File: config.mk
export PLATFORM = sky130hd
export DESIGN_NAME = uigr_led_sequencer
export DESIGN_NICKNAME = d
export VERILOG_FILES = /design/src/rtl/uigr_led_pkg.sv /design/src/rtl/uigr_led_req_fifo.sv /design/src/rtl/uigr_led_sequencer.sv
export SDC_FILE = /design/constraint.sdc
export NUM_CORES = 1
export LEC_CHECK = 0
export ABC_AREA = 1
export ABC_CLOCK_PERIOD_IN_PS = 3280
export CAP_MARGIN = 20
export CORE_MARGIN = 5
export CORE_UTILIZATION = 50
export DETAILED_ROUTE_END_ITERATION = 7
export MAX_ROUTING_LAYER = met4
export PLACE_DENSITY_LB_ADDON = 0.08
export SKIP_LAST_GASP = 1
export SLEW_MARGIN = 20
export SYNTH_ARGS = -nofsm -noshare
export SYNTH_HDL_FRONTEND = slang
export SYNTH_HIERARCHICAL = 1
export SYNTH_SLANG_ARGS = --single-unit
File: constraint.sdc
create_clock -name clk -period 3.28 [get_ports clk]
set_input_delay 0.492 -clock clk [delete_from_list [all_inputs] [get_ports clk]]
set_output_delay 0.492 -clock clk [all_outputs]
set_load 0.03 [all_outputs]
File: src/rtl/uigr_led_pkg.sv
// rtl/uigr_led_pkg.sv - shared pattern codes and sequencer FSM encoding
package uigr_led_pkg;

  localparam logic [3:0] PAT_OFF          = 4'b0000;
  localparam logic [3:0] PAT_GREEN        = 4'b0001;
  localparam logic [3:0] PAT_RED          = 4'b0010;
  localparam logic [3:0] PAT_YELLOW       = 4'b0011;
  localparam logic [3:0] PAT_SWEEP        = 4'b0100;
  localparam logic [3:0] PAT_BLINK_GREEN  = 4'b0101;
  localparam logic [3:0] PAT_BLINK_RED    = 4'b0110;
  localparam logic [3:0] PAT_BLINK_YELLOW = 4'b0111;
  localparam logic [3:0] PAT_FLASH_GREEN  = 4'b1000;
  localparam logic [3:0] PAT_FLASH_RED    = 4'b1001;
  localparam logic [3:0] PAT_FLASH_YELLOW = 4'b1010;

  // Pattern presented to the driver out of reset.
  localparam logic [3:0] PAT_RESET = PAT_YELLOW;

  typedef enum logic [1:0] {
    ST_IDLE      = 2'd0,
    ST_START     = 2'd1,
    ST_WAIT_ACK  = 2'd2,
    ST_WAIT_DONE = 2'd3
  } seq_state_t;

endpackage

File: src/rtl/uigr_led_req_fifo.sv
// rtl/uigr_led_req_fifo.sv - request queue, power-of-two depth, head visible combinationally
module uigr_led_req_fifo #(
  parameter int DEPTH = 4,
  parameter int WIDTH = 4,
  localparam int AW = $clog2(DEPTH)
) (
  input  logic             clk,
  input  logic             rst_n,
  input  logic             push,
  input  logic [WIDTH-1:0] din,
  input  logic             pop,
  output logic [WIDTH-1:0] dout,
  output logic             full,
  output logic             empty,
  output logic [AW:0]      count
);

  localparam logic [AW:0] FULL_CNT = (AW+1)'(DEPTH);

  logic [WIDTH-1:0] mem [DEPTH];
  logic [AW-1:0]    wr_ptr;
  logic [AW-1:0]    rd_ptr;
  logic             push_ok;
  logic             pop_ok;

  assign full    = (count == FULL_CNT);
  assign empty   = (count == '0);
  assign push_ok = push && !full;
  assign pop_ok  = pop && !empty;
  assign dout    = mem[rd_ptr];

  // Pointers are exactly AW bits wide, so they wrap modulo DEPTH for free.
  always_ff @(posedge clk or negedge rst_n) begin
    if (!rst_n) begin
      wr_ptr <= '0;
      rd_ptr <= '0;
      count  <= '0;
    end else begin
      if (push_ok) wr_ptr <= wr_ptr + AW'(1);
      if (pop_ok)  rd_ptr <= rd_ptr + AW'(1);
      case ({push_ok, pop_ok})
        2'b10:   count <= count + (AW+1)'(1);
        2'b01:   count <= count - (AW+1)'(1);
        default: count <= count;
      endcase
    end
  end

  always_ff @(posedge clk) begin
    if (push_ok) mem[wr_ptr] <= din;
  end

endmodule

File: src/rtl/uigr_led_sequencer.sv
// rtl/uigr_led_sequencer.sv - queues LED pattern requests and hands them one at a time to the LED driver
module uigr_led_sequencer
  import uigr_led_pkg::*;
#(
  parameter int FIFO_DEPTH  = 4,
  parameter int ACK_TIMEOUT = 4
) (
  input  logic       clk,
  input  logic       rst_n,
  input  logic       req_valid,
  input  logic [3:0] req_pattern,
  output logic       req_ready,
  output logic [3:0] drv_pattern,
  output logic       drv_start,
  input  logic       drv_busy,
  input  logic       ovf_clr,
  output logic       overflow,
  output logic       ack_err,
  output logic       seq_busy
);

  localparam int AW = $clog2(FIFO_DEPTH);
  localparam int TW = $clog2(ACK_TIMEOUT + 1);
  localparam logic [TW-1:0] TMO_LAST = TW'(ACK_TIMEOUT - 1);

  seq_state_t    state;
  seq_state_t    state_nxt;
  logic [TW-1:0] tmo_cnt;
  logic          pop;
  logic          ack_set;
  logic          fifo_full;
  logic          fifo_empty;
  logic [3:0]    fifo_head;
  logic [AW:0]   fifo_count;
  logic          push;

  assign req_ready = !fifo_full;
  assign push      = req_valid && req_ready;
  assign drv_start = (state == ST_START);
  assign seq_busy  = (state != ST_IDLE) || !fifo_empty;

  uigr_led_req_fifo #(
    .DEPTH (FIFO_DEPTH),
    .WIDTH (4)
  ) u_fifo (
    .clk   (clk),
    .rst_n (rst_n),
    .push  (push),
    .din   (req_pattern),
    .pop   (pop),
    .dout  (fifo_head),
    .full  (fifo_full),
    .empty (fifo_empty),
    .count (fifo_count)
  );

  always_comb begin
    state_nxt = state;
    pop       = 1'b0;
    ack_set   = 1'b0;
    case (state)
      ST_IDLE: begin
        if (!fifo_empty && !drv_busy) begin
          pop       = 1'b1;
          state_nxt = ST_START;
        end
      end
      ST_START:     state_nxt = ST_WAIT_ACK;
      ST_WAIT_ACK: begin
        if (drv_busy) begin
          state_nxt = ST_WAIT_DONE;
        end else if (tmo_cnt == TMO_LAST) begin
          ack_set   = 1'b1;
          state_nxt = ST_IDLE;
        end
      end
      ST_WAIT_DONE: if (!drv_busy) state_nxt = ST_IDLE;
      default:      state_nxt = ST_IDLE;
    endcase
  end

  // Sticky flags: a set event in the same cycle as ovf_clr keeps the flag high.
  always_ff @(posedge clk or negedge rst_n) begin
    if (!rst_n) begin
      state       <= ST_IDLE;
      tmo_cnt     <= '0;
      drv_pattern <= PAT_RESET;
      overflow    <= 1'b0;
      ack_err     <= 1'b0;
    end else begin
      state   <= state_nxt;
      tmo_cnt <= (state == ST_WAIT_ACK) ? tmo_cnt + TW'(1) : '0;
      if (pop) drv_pattern <= fifo_head;
      if (req_valid && !req_ready) overflow <= 1'b1;
      else if (ovf_clr)            overflow <= 1'b0;
      if (ack_set)      ack_err <= 1'b1;
      else if (ovf_clr) ack_err <= 1'b0;
    end
  end

endmodule

# ---- After elaboration in Yosys (flattened, before gate mapping)
# Memory sizes are Yosys's and may differ from the RTL's. A register that Yosys moved wholly into a read port is not among the register bits.
# Index checks and enable logic that the tools add are counted.
dict set report op_classes {
  addsub 5
  mux 17
  eq_ne 10
  n_reduce_logical 17
}
# operator n
set ops {}
lappend ops {{$mux 1} 10}
lappend ops {{$mux 2} 4}
lappend ops {{$pmux 2 s4} 1}
lappend ops {{$reduce_bool 2->1} 4}
lappend ops {{$add 3x1->3 const B} 2}
lappend ops {{$eq 2x2->1 const B} 3}
lappend ops {{$pmux 3 s2} 1}
lappend ops {{$logic_and 1x1->1} 5}
lappend ops {{$add 2x1->2 const B} 2}
lappend ops {{$eq 2x1->1 const B} 2}
lappend ops {{$logic_not 1->1} 4}
lappend ops {{$ne 2x2->1 const B} 2}
lappend ops {{$eq 3x2->1 const B} 1}
lappend ops {{$eq 3x3->1 const B} 1}
lappend ops {{$logic_not 3->1} 1}
lappend ops {{$mux 3} 1}
lappend ops {{$ne 3x3->1 const B} 1}
lappend ops {{$reduce_and 3->1} 1}
lappend ops {{$sub 3x1->3 const B} 1}
lappend ops {{$logic_not 2->1} 1}
lappend ops {{$logic_or 1x1->1} 1}
dict set report word_totals {
  out_inout_bits 9
  mem_count 1
  inputBits 9
  ram_bits 16
  word_cells 57
  reg_bits 14
}
# name depth width rd rd_ports_with_merged_regs wr line_no
set mem_list {}
lappend mem_list {u_fifo.mem 4 4 1 1 1 uigr_led_req_fifo.sv:20} ;# logic [WIDTH-1:0] mem [DEPTH];

# ---- Depth between registers and ports, before layout
dict set report depth {
  word_depth 8
  mapped_depth 16
  depth_no_buf 16
}

# ---- Hierarchy
# Netlist, hierarchy kept.
# mod area_each_um2 instances cells_each
set modules_own_cells {}
lappend modules_own_cells {uigr_led_req_fifo 1093.5 1 107}
lappend modules_own_cells {uigr_led_sequencer 524.3 1 62}

# ---- Least setup slack after synthesis
# No wires, ideal clock.
dict set report synth_timing {
  kind {flip-flop to flip-flop}
  start {register u_fifo.count[0]}
  end {register u_fifo.count[2]}
  stages_incl_launch_ff 16
  path_buffers 0
  path_slack_ns 1.322
  t_arrival_ns 1.841
  period_less_slack_ns 1.958
  t_required_ns 3.163
  setup_ns 0.117
  cell_sequence {dfrtp_1 > inv_1 > nand3_1 > inv_1 > inv_1 > nand3_2 > inv_2 > nand2_1 > inv_1 > ha_1 > inv_1 > fa_1 > nand2_1 > nand3_1 > nand2_1 > nand2_1}
}
dict set report synth_via {
  elab_chain_len 8
  word_cells_on_any_way 16
  classes_between {add/sub (2); eq/ne (3); mux (3); reduce/logical (8)}
}
# item line_no
set synth_rtl {}
lappend synth_rtl {{from (decl)} uigr_led_req_fifo.sv:15} ;# output logic [AW:0] count
lappend synth_rtl {{from (signal assigned)} uigr_led_req_fifo.sv:42} ;# 2'b10: count <= count + (AW+1)'(1);
lappend synth_rtl {{from (signal assigned)} uigr_led_req_fifo.sv:43} ;# 2'b01: count <= count - (AW+1)'(1);
lappend synth_rtl {{from (signal assigned)} uigr_led_req_fifo.sv:44} ;# default: count <= count;
lappend synth_rtl {{$logic_not 3->1 (*)} uigr_led_req_fifo.sv:27} ;# assign empty = (count == '0);
lappend synth_rtl {{net fifo_empty} uigr_led_sequencer.sv:32} ;# logic fifo_empty;
lappend synth_rtl {{$logic_not 1->1 (*)} uigr_led_sequencer.sv:63} ;# if (!fifo_empty && !drv_busy) begin
lappend synth_rtl {{$logic_and 1x1->1 (*)} uigr_led_sequencer.sv:63}
lappend synth_rtl {{$mux 1 (*)} uigr_led_sequencer.sv:63}
lappend synth_rtl {{$mux 1 (*)} uigr_led_sequencer.sv:61} ;# case (state)
lappend synth_rtl {{net pop} uigr_led_sequencer.sv:29} ;# logic pop;
lappend synth_rtl {{$logic_and 1x1->1 (*)} uigr_led_req_fifo.sv:29} ;# assign pop_ok = pop && !empty;
lappend synth_rtl {{net u_fifo.pop_ok} uigr_led_req_fifo.sv:24} ;# logic pop_ok;
lappend synth_rtl {{$eq 2x1->1 or $eq 2x2->1 (tied branches)} uigr_led_req_fifo.sv:41} ;# case ({push_ok, pop_ok})
lappend synth_rtl {{$pmux 3 s2 or $reduce_bool 2->1 (tied branches)} --}
# The timed path passes the listed nets; every way through them passes the cells marked *.
# A chain may end at the register's enable or synchronous reset.

# ---- Worst setup path after layout
dict set report layout_timing {
  start {register u_fifo.count[0]}
  end {output port seq_busy}
}
dict set report layout_via {
  elab_chain_len 3
}
# item line_no
set layout_rtl {}
lappend layout_rtl {{$logic_not 3->1} uigr_led_req_fifo.sv:27}
lappend layout_rtl {{net fifo_empty} uigr_led_sequencer.sv:32}
lappend layout_rtl {{$logic_not 1->1} uigr_led_sequencer.sv:40} ;# assign seq_busy = (state != ST_IDLE) || !fifo_empty;
lappend layout_rtl {{$logic_or 1x1->1} uigr_led_sequencer.sv:40}
lappend layout_rtl {{to (decl)} uigr_led_sequencer.sv:19} ;# output logic seq_busy
# The timed path passes the listed nets, and every way through them passes these cells.

==> metrics.txt <==
combined global-route utilization of all metal layers=0.1526; startpoint class of the critical path=flop; primary flip-flop cell chosen by synthesis mapping=edfxtp_1; setup slack after layout=around 1 ns; dominant cells by area after synthesis=edfxtp_1, dfrtp_1, nand2_1; crit-path max FO=4; total instance count after detailed placement=approximately 230; power per unit of standard cell area=~900 nW/um^2; internal power=1.023 mW; power consumption=roughly 1.7 mW; Die X=66.88 um; total clock buffers created by CTS=5; I/O pin count=18; cell with the most instances after synthesis=nand2_1; quantity of gates resized following cts=0; fraction of registers with async set or reset after synthesis=0.5294; worst setup path class=flop to primary output; Largest delay share family, worst path=buffers and inverters; number of DRC markers after the initial detailed-route iteration=25; timing-limited maximum frequency=~440 MHz; number of antenna repair diodes=0; growth of design area from synthesis to finish=17.87%; most frequent cells after synthesis=nand2_1, inv_1, dfrtp_1, edfxtp_1; Layout Cells excl Fill=237; relative contribution of combinational cells to total power=0.423; number of flops mapped to enable cells by yosys=16; status=finished clean; Seq cells post-synth=34; cell with the largest stage delay on the worst path=clkdlybuf4s50_1; average wire per cell in the routed design=11.31 um; number of buffer and inverter instances along the worst setup path=3; initial antenna violation count=0; clock tree buffer depth=2; post-synthesis area per instance=about 9.6 sq um; Net count, final=between 200 and 250; hold-fix buffer count after cts=0; peak per-stage delay on the critical path=~0.59 ns; vias per cell=around 4.7; buffers added on ports=17; first-pass GRT wire length=approximately 4.8 mm; largest area contributor in the synthesized netlist=edfxtp_1; Synth Instances=between 150 and 200; DIE AREA=4473 sq um; power dissipated by switching net loads=between 0.6 and 0.7 mW; summed instance area of the synthesized netlist=around 1600 sq um; final hold violation count=0; utilization after layout=0.6195; number of clock sinks=34; clock-pin slew on the worst setup and hold paths=0.10 ns; share of the synthesized area in the top cell type=0.2970; number of nets still failing antenna checks after routing=0; Final Routed Wirelength=about 2.7 mm; final slew viol count=0; final-report setup violation count=0; standby leakage power=approximately 0.9 nW; pin count of the biggest net entering global routing=19; postcts setup bufs=0; Root Driver=clkbuf_4; share of post-route cells with drive strength above 1=0.09845; length of the first detailed-routing pass in iterations=4; Starting Density=0.5256; floorplan die height=approximately 67 um; clock latency of the later-clocked register in the worst-skew pair=around 0.33 ns; max-cap check violation count=0; maximum vdd ir drop=approximately 370 uV; path category of the worst min-delay check=flop to flop; Critical Path End Type=primary output; Final min period=around 2.3 ns; cell mode on critical path=inv_1; gp weighted congestion=around 0.76; Core Footprint=slightly above 3000 sq um; RSZ-0062 raised after global routing=no; ratio of final minimum period to clock period=0.6941; placement row count=20; number of levels the H-tree was split into=2; TritonCTS clock tree=built; Final Skew=approximately 0.014 ns; vias in the first global route=about 1.1k; share of the yosys chip area belonging to registers=0.5770; worst relative slew slack=0.4491; relative contribution of sequential cells to total power=0.405; portion of total power attributed to the clock network=0.172; Distinct cells, synth=23; total number of vias=1,103; Critical Path AT=approximately 1.8 ns; slew at the pin with the worst max-slew slack=slightly above 0.8 ns; Syn. warnings=6; half-perimeter wire length after detailed placement=about 2.0 mm; worst-path cell chain=inv_1 > nand3_1 > inv_1 > nand2_1 > clkdlybuf4s50_1; overflow left after global routing=0; syn_nets=~190; required time at the endpoint of the critical path=2.79 ns; net switching fraction of the power=0.3976; post-placement worst setup slack=~0.73 ns; detailed-route DRC error count=0; Sum Neg Setup Slack=0 ns
placed cells by master (no fill, tap or decap), drive strengths merged:
cell type      count
nand2             49
inv               38
clkdlybuf4s50     17
dfrtp             16
edfxtp            16
nor2              12
nand3             11
o211ai             8
ha                 7
clkbuf             7
nand4              2
dfstp              2
o21ai              2
a21oi              1
o22ai              1
o21bai             1
bufinv             1
xnor2              1
fa                 1
registers in the layout, summed over array words and instances, names as in the netlist:
signal and cells:
u_fifo/wr_ptr 2, state 2, overflow 1, u_fifo/rd_ptr 2
u_fifo/count 3, u_fifo/mem 16, tmo_cnt 3, ack_err 1
drv_pattern 4
worst reg2reg max path: stages, from the launching register on:
cell and delay, ns:
dfrtp_1 0.40, inv_1 0.08, nand3_1 0.15, inv_1 0.08
inv_1 0.09, nand3_2 0.13, inv_2 0.13, nand2_1 0.11
inv_1 0.07, ha_1 0.16, inv_1 0.06, fa_1 0.38
nand2_1 0.11, nand3_1 0.08, nand2_1 0.06, nand2_1 0.05
power by group through the flow:
stage               logic (mW)  clock network, mW  registers [mW]
floorplan                0.481                  0           0.735
finish                   0.717              0.293           0.688
CTS                      0.731              0.305           0.688
detailed placement       0.724                  0           0.698
global route             0.820              0.325           0.705
global placement         0.698                  0           0.692
worst paths after layout:
kind	to	from	depth (start not counted)	slack, ns
worst max-delay path	seq_busy	u_fifo/count[0]	5	1.00
worst min-delay path	tmo_cnt[0]	tmo_cnt[0]	1	0.44
worst max register to register	u_fifo/count[2]	u_fifo/count[2]	15	1.06
worst min register to register	tmo_cnt[0]	tmo_cnt[0]	1	0.44
max in group asynchronous	u_fifo/wr_ptr[0]	rst_n	1	2.13
min in group asynchronous	u_fifo/count[1]	rst_n	1	0.62
through the flow:
stage               hold WS (ns)  area (sq um)
finish                    0.4366          1907
global placement          0.4198          1832
global route              0.4652          1907
CTS                       0.4402          1907
floorplan                 0.1964          1618
detailed placement        0.4257          1832
layout make-up:
type | instances | area, sq um
Clock buffer | 7 | 45.04
Clock inverter | 1 | 30.03
Fill cell | 266 | 1171
Inverter | 38 | 142.6
Multi-Input combinational cell | 96 | 530.5
Sequential cell | 34 | 933.4
Tap cell | 44 | 55.05
Timing Repair Buffer | 17 | 170.2
routing by layer:
layer / wire length (um) / GRT usage / vias up
met1: 1155 / 0.1625 / 498
li1: - / - / 580
met2: 1332 / 0.2562 / 19
met4: 51 / 0.06076 / 0
met3: 142 / 0.05734 / 6
met5: 0 / - / -
logic make-up after synthesis:
kind of cell | after synthesis | share of synthesized area
AND/OR/NAND/NOR | 74 | 0.1988
buffers and inverters | 39 | 0.09512
flip-flops | 34 | 0.5769
AO/OA/AOI/OAI | 13 | 0.05723
adder cells (fa/ha/maj) | 8 | 0.06651
XOR/XNOR | 1 | 0.005415
(Power assumes the default switching activity.)
